## src/rtl/fft_128.sv

```systemverilog
// 128-point radix-2 DIT FFT: captures 128 real samples, transforms them in place in a
// single-port RAM with one 6-cycle butterfly at a time, then streams the bins in natural order.

module ram128 (
    input  logic        clock,
    input  logic [6:0]  address,
    input  logic [15:0] data,
    input  logic        wren,
    output logic [15:0] q
);
    logic [15:0] mem [128];

    // Registered read; a write and a read of the same word return the old contents.
    always_ff @(posedge clock) begin
        if (wren) mem[address] <= data;
        q <= mem[address];
    end
endmodule

module fft_128 (
    input  logic        clk,
    input  logic        rst_n,
    input  logic [7:0]  data1,
    input  logic        fft_go,
    output logic        fft_done,
    output logic [15:0] fft_res
);
    typedef enum logic [1:0] {StIdle, StLoad, StCalc, StOut} state_e;
    typedef enum logic [2:0] {PhRa, PhRb, PhWait, PhCalc, PhWa, PhWb} phase_e;

    state_e      state_q, state_d;
    phase_e      ph_q, ph_d;
    logic [7:0]  cnt_q, cnt_d;
    logic [2:0]  stage_q, stage_d;
    logic [5:0]  bfly_q, bfly_d;
    logic [15:0] a_q, a_d, b_q, b_d, x_q, x_d, y_q, y_d;
    logic        rd_v_q, rd_v_d;
    logic        done_q;
    logic [15:0] res_q;

    logic [6:0]  ram_addr;
    logic [15:0] ram_wdata, ram_q;
    logic        ram_wren;

    logic [6:0]  span, bf_k, bf_a, bf_b, load_addr;
    logic [5:0]  tw_idx;

    logic signed [7:0]  ar, ai, br, bi, wr, wi, xr, xi, yr, yi;
    logic signed [15:0] p_rr, p_ii, p_ri, p_ir;
    logic signed [9:0]  pr, pim, ar10, ai10;

    // round(64 * cos(pi * t / 64)) for t = 0..32; other twiddles follow by symmetry.
    function automatic logic [7:0] cos_q(input logic [5:0] t);
        case (t)
            6'd0:  return 8'd64;  6'd1:  return 8'd64;  6'd2:  return 8'd64;
            6'd3:  return 8'd63;  6'd4:  return 8'd63;  6'd5:  return 8'd62;
            6'd6:  return 8'd61;  6'd7:  return 8'd60;  6'd8:  return 8'd59;
            6'd9:  return 8'd58;  6'd10: return 8'd56;  6'd11: return 8'd55;
            6'd12: return 8'd53;  6'd13: return 8'd51;  6'd14: return 8'd49;
            6'd15: return 8'd47;  6'd16: return 8'd45;  6'd17: return 8'd43;
            6'd18: return 8'd41;  6'd19: return 8'd38;  6'd20: return 8'd36;
            6'd21: return 8'd33;  6'd22: return 8'd30;  6'd23: return 8'd27;
            6'd24: return 8'd24;  6'd25: return 8'd22;  6'd26: return 8'd19;
            6'd27: return 8'd16;  6'd28: return 8'd12;  6'd29: return 8'd9;
            6'd30: return 8'd6;   6'd31: return 8'd3;
            default: return 8'd0;
        endcase
    endfunction

    ram128 u_ram (
        .clock   (clk),
        .address (ram_addr),
        .data    (ram_wdata),
        .wren    (ram_wren),
        .q       (ram_q)
    );

    assign load_addr = {cnt_q[0], cnt_q[1], cnt_q[2], cnt_q[3], cnt_q[4], cnt_q[5], cnt_q[6]};

    assign span   = 7'd1 << stage_q;
    assign bf_k   = {1'b0, bfly_q} & (span - 7'd1);
    assign bf_a   = (({1'b0, bfly_q} >> stage_q) << (stage_q + 3'd1)) | bf_k;
    assign bf_b   = bf_a + span;
    assign tw_idx = bf_k[5:0] << (3'd6 - stage_q);

    always_comb begin
        if (tw_idx <= 6'd32) begin
            wr = cos_q(tw_idx);
            wi = 8'd0 - cos_q(6'd32 - tw_idx);
        end else begin
            wr = 8'd0 - cos_q(6'd0 - tw_idx);
            wi = 8'd0 - cos_q(tw_idx - 6'd32);
        end
    end

    assign ar   = a_q[15:8];
    assign ai   = a_q[7:0];
    assign br   = b_q[15:8];
    assign bi   = b_q[7:0];
    assign p_rr = br * wr;
    assign p_ii = bi * wi;
    assign p_ri = br * wi;
    assign p_ir = bi * wr;
    assign pr   = 10'((p_rr - p_ii) >>> 6);
    assign pim  = 10'((p_ri + p_ir) >>> 6);
    assign ar10 = {{2{ar[7]}}, ar};
    assign ai10 = {{2{ai[7]}}, ai};
    // Halving every stage keeps the result inside 8 bits.
    assign xr   = 8'((ar10 + pr) >>> 1);
    assign xi   = 8'((ai10 + pim) >>> 1);
    assign yr   = 8'((ar10 - pr) >>> 1);
    assign yi   = 8'((ai10 - pim) >>> 1);

    always_comb begin
        state_d   = state_q;
        ph_d      = ph_q;
        cnt_d     = cnt_q;
        stage_d   = stage_q;
        bfly_d    = bfly_q;
        a_d       = a_q;
        b_d       = b_q;
        x_d       = x_q;
        y_d       = y_q;
        rd_v_d    = 1'b0;
        ram_addr  = bf_a;
        ram_wdata = x_q;
        ram_wren  = 1'b0;
        unique case (state_q)
            StIdle: begin
                if (fft_go) begin
                    state_d = StLoad;
                    cnt_d   = 8'd0;
                end
            end
            StLoad: begin
                ram_addr  = load_addr;
                ram_wdata = {data1, 8'd0};
                ram_wren  = 1'b1;
                cnt_d     = cnt_q + 8'd1;
                if (cnt_q[6:0] == 7'd127) begin
                    state_d = StCalc;
                    cnt_d   = 8'd0;
                    stage_d = 3'd0;
                    bfly_d  = 6'd0;
                    ph_d    = PhRa;
                end
            end
            StCalc: begin
                unique case (ph_q)
                    PhRa: ph_d = PhRb;
                    PhRb: begin
                        ram_addr = bf_b;
                        a_d      = ram_q;
                        ph_d     = PhWait;
                    end
                    PhWait: begin
                        ram_addr = bf_b;
                        b_d      = ram_q;
                        ph_d     = PhCalc;
                    end
                    PhCalc: begin
                        x_d  = {xr, xi};
                        y_d  = {yr, yi};
                        ph_d = PhWa;
                    end
                    PhWa: begin
                        ram_wren = 1'b1;
                        ph_d     = PhWb;
                    end
                    PhWb: begin
                        ram_addr  = bf_b;
                        ram_wdata = y_q;
                        ram_wren  = 1'b1;
                        ph_d      = PhRa;
                        bfly_d    = bfly_q + 6'd1;
                        if (bfly_q == 6'd63) begin
                            stage_d = stage_q + 3'd1;
                            if (stage_q == 3'd6) begin
                                state_d = StOut;
                                cnt_d   = 8'd0;
                            end
                        end
                    end
                    default: ph_d = PhRa;
                endcase
            end
            StOut: begin
                // One extra drain cycle so the last bin leaves before going idle.
                ram_addr = cnt_q[6:0];
                rd_v_d   = ~cnt_q[7];
                cnt_d    = cnt_q + 8'd1;
                if (cnt_q[7]) state_d = StIdle;
            end
            default: state_d = StIdle;
        endcase
    end

    always_ff @(posedge clk or negedge rst_n) begin
        if (!rst_n) begin
            state_q <= StIdle;
            ph_q    <= PhRa;
            cnt_q   <= 8'd0;
            stage_q <= 3'd0;
            bfly_q  <= 6'd0;
            a_q     <= 16'd0;
            b_q     <= 16'd0;
            x_q     <= 16'd0;
            y_q     <= 16'd0;
            rd_v_q  <= 1'b0;
            done_q  <= 1'b0;
            res_q   <= 16'd0;
        end else begin
            state_q <= state_d;
            ph_q    <= ph_d;
            cnt_q   <= cnt_d;
            stage_q <= stage_d;
            bfly_q  <= bfly_d;
            a_q     <= a_d;
            b_q     <= b_d;
            x_q     <= x_d;
            y_q     <= y_d;
            rd_v_q  <= rd_v_d;
            done_q  <= rd_v_q;
            res_q   <= rd_v_q ? ram_q : 16'd0;
        end
    end

    assign fft_done = done_q;
    assign fft_res  = res_q;
endmodule

```

## config.mk

```make
export PLATFORM = sky130hd
export DESIGN_NAME = fft_128
export DESIGN_NICKNAME = d
export VERILOG_FILES = /design/src/rtl/fft_128.sv
export SDC_FILE = /design/constraint.sdc
export NUM_CORES = 2
export LEC_CHECK = 0
export CORE_ASPECT_RATIO = 2
export CORE_MARGIN = 2
export CORE_UTILIZATION = 50
export DETAILED_ROUTE_END_ITERATION = 12
export HOLD_SLACK_MARGIN = 0.15
export PLACE_DENSITY = 0.68
export SYNTH_ARGS = -nofsm -noshare
export SYNTH_HDL_FRONTEND = slang
export SYNTH_HIERARCHICAL = 1
export SYNTH_SLANG_ARGS = --single-unit
```

## constraint.sdc

```tcl
create_clock -name clk -period 11.3 [get_ports clk]
set_input_delay 2.825 -clock clk [delete_from_list [all_inputs] [get_ports clk]]
set_output_delay 2.825 -clock clk [all_outputs]
set_load 0.01 [all_outputs]
```

After elaboration in Yosys (flattened, before gate mapping)
Memories as Yosys holds them, arrays and structs flattened. A register that Yosys moved wholly into a read port is not among the register bits.
Index checks and enable logic that the tools add are counted.

word-level totals
  memory bits (read-only) = 896
  input port bits = 11
  register bits = 104
  memories kept = 5
  logic and storage cells = 118
  memory bits (writable) = 2,048
  output and inout bits = 17

memories
  memory           words  bits a word  read ports  clocked after Yosys merged registers in  write ports  RTL line  source
  u_ram.mem        128    16           1           1                                        1            11        logic [15:0] mem [128];
  (no name shown)  32     7            1           0                                        0            54        case (t)
  (no name shown)  32     7            1           0                                        0            54
  (no name shown)  32     7            1           0                                        0            54
  (no name shown)  32     7            1           0                                        0            54

cells by class
  $mul = 4
  eq/ne operators = 17
  $lt $le $gt $ge = 1
  bitwise gates (word level) = 3
  muxes and demuxes = 41
  reductions and logical operators = 13
  add/sub/neg operators = 18
  shift operators = 4

operator list
  cell                                              count
  2-to-1 mux 8 bit                                  14
  multiplier 8 x 8 -> 15 bit                        4
  2-to-1 mux 16 bit                                 2
  case mux 16 bit (2 select lines)                  1
  case mux 8 bit (4 select lines)                   1
  subtractor 1 x 8 -> 8 bit (first input constant)  3
  case mux 7 bit (3 select lines)                   1
  adder 8 x 9 -> 9 bit                              2
  subtractor 8 x 9 -> 9 bit                         2
  adder 15 bit                                      1
  case mux 3 bit (5 select lines)                   1
  subtractor 15 bit                                 1
  2-to-1 mux 2 bit                                  6
  2-to-1 mux 6 bit                                  2
  != test 2 bit (second input constant)             6
  case mux 3 bit (2 select lines)                   2
  case mux 6 bit (2 select lines)                   1
  equality test 3 bit (second input constant)       3
  2-to-1 mux 3 bit                                  3
  adder 8 x 1 -> 8 bit (second input constant)      1
  case mux 2 bit (4 select lines)                   1
  AND reduction 2 bit                               4
  AND reduction 4 bit                               2
  adder 7 bit                                       1
  other kinds (31)                                  36

Logic depth before layout (Yosys ltp)
An unclocked memory read counts as a cell.

  depth in word-level cells = 13
  depth in mapped cells = 59
  depth with buffers taken out = 54

Hierarchy
Netlist, hierarchy kept.

by module, submodules not included
  module   seq. area each (um^2)  cells each  instances  area each (um^2)
  ram128   61,819.3               4,623       1          78,861.9
  fft_128  2,602.5                2,081       1          18,258.8

Worst setup path after synthesis
No wires, ideal clock.

  path type = reg-to-reg
  from = register stage_q[0]
  to = register y_q[6]
  period minus slack after synthesis = 11.449 ns
  cell stages (with the launch flop) = 49
  setup time = 0.125 ns
  path slack = -0.149 ns
  data arrival time = 11.325 ns
  data required time = 11.175 ns
  path buffers = 7
  path through = dfrtp_1 buf_2 buf_2 buf_1 inv_1 ha_1 buf_2 and2_1 nand2_1 ha_1 clkbuf_1 nor2_1 mux2i_1 o211ai_1 or4b_4 and3_4 a22o_4 inv_2 [13 not listed] inv_1 fa_1 inv_1 ha_1 nor3_1 a311oi_1 a21o_1 a21o_1 xor2_1 ha_1 clkbuf_1 nor3_1 o311a_1 a2111oi_4 o21bai_1 a21oi_1 xor2_1 mux2_2

on the way
  longest elaborated chain between the ends = 13
  elaborated cells on any way between the ends = 29
  those cells by class = 10 x add/sub; 2 x mul; 1 x order compare; 2 x shift; 9 x mux; 1 x bitwise; 4 x memory

RTL lines
  element                                         RTL line    source
  from (decl)                                     34          logic [2:0] stage_q, stage_d;
  from (signal assigned)                          216         stage_q <= stage_d;
  left shift 1 x 3 -> 7 bit                       80          assign span = 7'd1 << stage_q;
  subtractor 7 x 1 -> 7 bit                       81          assign bf_k = {1'b0, bfly_q} & (span - 7'd1);
  AND 6 x 7 -> 7 bit                              81
  left shift 6 x 3 -> 6 bit *                     84          assign tw_idx = bf_k[5:0] << (3'd6 - stage_q);
  subtractor 6 bit, or another cell as far along  92          wi = 8'd0 - cos_q(tw_idx - 6'd32);
  memory (32 x 7 bit)                             --
  2-to-1 mux 8 bit                                54
  2-to-1 mux 8 bit                                87          if (tw_idx <= 6'd32) begin
  subtractor 1 x 8 -> 8 bit (on tied branches)    92, 89, 91
  2-to-1 mux 8 bit                                87
  multiplier 8 x 8 -> 15 bit (on tied branches)   102, 103
  adder 15 bit *                                  105         assign pim = 10'((p_ri + p_ir) >>> 6);
  subtractor 8 x 9 -> 9 bit *                     112         assign yi = 8'((ai10 - pim) >>> 1);
  to (signal assigned)                            221         y_q <= y_d;
  to (decl)                                       36          logic [15:0] a_q, a_d, b_q, b_d, x_q, x_d, y_q, y_d;

Every way passes the cells marked *; elsewhere a longest branch is shown, timed or not. The select of a mux whose other input is x is not followed.
A chain may end at the register's enable or synchronous reset.

Final worst setup path
  from = register stage_q[1]
  to = register y_q[6]

Same word-level chain as after synthesis.

==> summary.txt <==
Final Setup Violations - 0
Die W - 316 um
Crit path largest cell delay - 560 ps
startpoint types - flop
Via density - 6.78
vias in the first global route - 64300
Peak supply drop - 117 uV
final worst slack - 509 ps
failing checks - capacitance limit, slew limit
Syn Area/Cell - 14.5 sq um
outcome - finished with violations
Final TNS setup - 0 ps
number of remaining DRC errors - 0
CTS Sinks - 2168
initial antenna violation count - 23
Total Routing Usage GR - 33.7%
largest net degree at the start of global routing - 113
Int Power - 12.0 mW
starting density of the core - 50.4%
Synth Net Count - 7122
Post-synth EDFFs - 2048
min Tclk post-route - 10790 ps
final WL - 333 mm
fin util - 55.8%
FP Rows - 228
Final nets - 7220
arrival time at the worst endpoint - 11520 ps
worst reg-to-reg setup slack - 510 ps
fin. max-slew vios - 1
Crit path top cell by count - fa_1
Hold Path Cell Cnt - 2
Hold Startpoint - u_ram/q[0]$_DFF_P_
Die Area - 198000 sq um
Worst Path Class, Setup - reg2reg
dpl ws - -45.1 ps
CTS tree - built
Seq pwr share - 58.1%
hpwl dp - 214 mm
Worst Hold End - b_q[0]$_DFFE_PN0P_
area leader, netlist - edfxtp_1
Post-DP Area - 102000 sq um
Worst EP required - 12030 ps
CTS Buf Count - 183
largest cells by area after synthesis - edfxtp_1 (63%), fa_1 (5.2%), a221oi_1 (4.4%), dfrtp_1 (2.7%), mux2_2 (2.1%)
unrepaired setup endpoints after global routing - no
Final Hold Fails - 0
CP max FO - 15
Area Growth Syn to Fin - 10.8%
core footprint - 193000 sq um
power density over cell area - 139 nW/um^2
fmax - 92.7 MHz
synth unique cells - 107
cell area after synthesis - 97100 sq um
num ports - 28
Final period util - 95.5%
worst skew pair latency - 870 ps
first-pass GRT wire length - 471 mm
Hold WC Path Type - reg2reg
GPL Wtd Cong - 1.00
die height - 627 um
Synth top area share - 63.3%
DRT antenna net count - 0
layout cells sized above 1 - 13.6%
Main synth FF type - edfxtp_1
clock share of power - 41.3%
post-synthesis cell count - 6704
post-synthesis sequential element count - 2168
DRT iter0 DRCs - 8668
Async S/R FF share, synth - 4.80%
leakage - 34.7 nW
switching share of power - 19.8%
Warnings, synthesis - 6
FF-to-FF Start - stage_q[1]$_DFFE_PN0P_
Clock Pin Slew Worst Setup and Hold Paths - 80 ps
fin area - 108000 sq um
Crit. End Element - flop
reg2reg path depth - 42
CTS Buffer Depth - 4
drt first pass iters - 7
worst slew pin tran - 1640 ps
H-tree depth - 4
logic gate share of total power - 0.6%
DR vias - 64200
number of max-cap violations - 1
GRT overflow - 0
Port Buffers - 27
Rel. slew slack - -9.62%
Worst path slowest cell - fa_1
drt wl/cell - 35.1 um
Worst Skew - 73.0 ps
FF-to-FF End - y_q[6]$_DFFE_PN0P_
Root Buffer - clkbuf_16
Net Sw Power - 2.97 mW
Seq/Total Area, Yosys - 66.3%
[flip-flops by register name (all words and copies together), names as in the netlist, 6 cells and up]
name,count
b_q,16
fft_res,16
u_ram/q,16
y_q,16
a_q,16
u_ram/mem,2048
cnt_q,8
bfly_q,6
x_q,16
[final cells by class]
class	count	area [sq um]
multi-input combinational	3697	29800
timing repair buffer	377	3160
inverter	375	1440
tap	2530	3170
sequential	2168	64400
fill	15200	85200
antenna	12	30.0
clock buffer	231	4830
clock inverter	88	762
[layer usage]
layer | wire [um] | global-route usage [%] | part of all wire [%] | vias up
li1 | - | - | - | 26000
met1 | 98800 | 36.1 | 30 | 32500
met2 | 162000 | 55.8 | 49 | 4464
met3 | 33500 | 6.82 | 10 | 1298
met4 | 38000 | 30.8 | 11 | 12
met5 | 78 | 0 | 0.023 | -
[cell usage after synthesis (11+ instances only)]
cell type and n:
nand3b_1 12, nand4_1 20, a2111oi_0 11, clkbuf_1 227, edfxtp_1 2048, a222oi_1 29, mux2_2 181, o22a_1 15
o21ai_0 226, fa_1 250, dfxtp_1 16, or3_1 15, xnor2_1 70, and2_1 126, nor4_1 14, mux4_2 22
inv_1 366, a221o_1 38, xor2_1 28, o211ai_1 22, nand3_1 35, a22o_1 18, nor3_1 64, a31oi_1 20
a221oi_1 485, dfrtp_1 104, mux2i_1 89, buf_1 59, nand2b_1 35, a22oi_1 179, a21oi_1 293, and3_1 14
nand2_1 323, buf_2 161, a21o_1 26, a211oi_1 20, o31ai_1 18, buf_4 12, ha_1 157, or2_2 12
o311ai_0 14, o221ai_1 46, nor2b_1 57, nor2_1 464, o22ai_1 74
[repair_timing]
item | 4_1_cts | 5_1_grt
resized for setup | 2 | 31
pin swaps | 0 | 3
buffers inserted | 0 | 1
hold buffers | 0 | 0
endpoints found under the setup margin | 2 | 17
[kinds of logic (layout without fill, tap and decap cells)]
logic type      after synthesis  count (layout)  share of synthesized area, %
buf+inv                     839            1071                          3.54
other cells                   0              12                             0
xor+xnor                    102             102                         0.958
mux                         295             295                          3.56
flops                      2168            2168                          66.3
simple gates               1232            1232                          5.92
fa+ha+maj                   407             407                          7.18
compound gates             1661            1661                          12.5
[worst max-delay path: cells and delay by family (launching register included)]
kind | cells | cell delay [ps]
AO/OA/AOI/OAI | 11 | 2060
flip-flops | 1 | 390
XOR/XNOR | 3 | 460
buffers and inverters | 8 | 850
AND/OR/NAND/NOR | 8 | 2150
adder cells (fa/ha/maj) | 10 | 4260
multiplexers | 2 | 500
[worst max-delay path by stage]
stage | start | end
floorplan | stage_q[0]$_DFFE_PN0P_ | y_q[6]$_DFFE_PN0P_
global placement | stage_q[0]$_DFFE_PN0P_ | x_q[14]$_DFFE_PN0P_
detailed placement | stage_q[0]$_DFFE_PN0P_ | y_q[15]$_DFFE_PN0P_
CTS | stage_q[1]$_DFFE_PN0P_ | y_q[15]$_DFFE_PN0P_
global route | stage_q[1]$_DFFE_PN0P_ | y_q[6]$_DFFE_PN0P_
finish | stage_q[1]$_DFFE_PN0P_ | y_q[6]$_DFFE_PN0P_
[cell usage in the layout (no fill, tap or decap), drive strengths merged, types with 36 or more instances in the layout]
cell type,netlist,layout
a21oi,295,295
fa,250,250
buf,237,351
edfxtp,2048,2048
and2,126,126
nor2b,57,57
o221ai,46,46
o21ai,239,239
inv,372,382
ha,157,157
nor3,66,66
dfrtp,104,104
mux2,184,184
a221oi,485,485
a22oi,179,179
nor2,467,467
xnor2,72,72
mux2i,89,89
nand3,36,36
a221o,38,38
o22ai,75,75
clkinv,3,64
clkbuf,227,231
nand2,324,324
[power by group through the flow]
stage	Clock [mW]	Combinational, mW	Sequential, mW
floorplan	0	0.0319	8.90
global placement	0	0.0869	8.89
detailed placement	0	0.0913	8.89
CTS	6.21	0.0913	8.72
global route	6.48	0.0958	8.71
finish	6.19	0.0924	8.72
[per-stage QoR]
| stage | power [mW] | instances | hold slack, ps |
|---|---|---|---|
| after global routing | 15.3 | 9468 | 507 |
| after CTS | 15.0 | 9463 | 465 |
| final | 15.0 | 9478 | 468 |
| after global placement | 8.98 | 9144 | 459 |
| after floorplan | 8.93 | 6704 | 425 |
| after detailed placement | 8.98 | 9144 | 470 |
No activity file was read; power rests on OpenSTA's default activity.
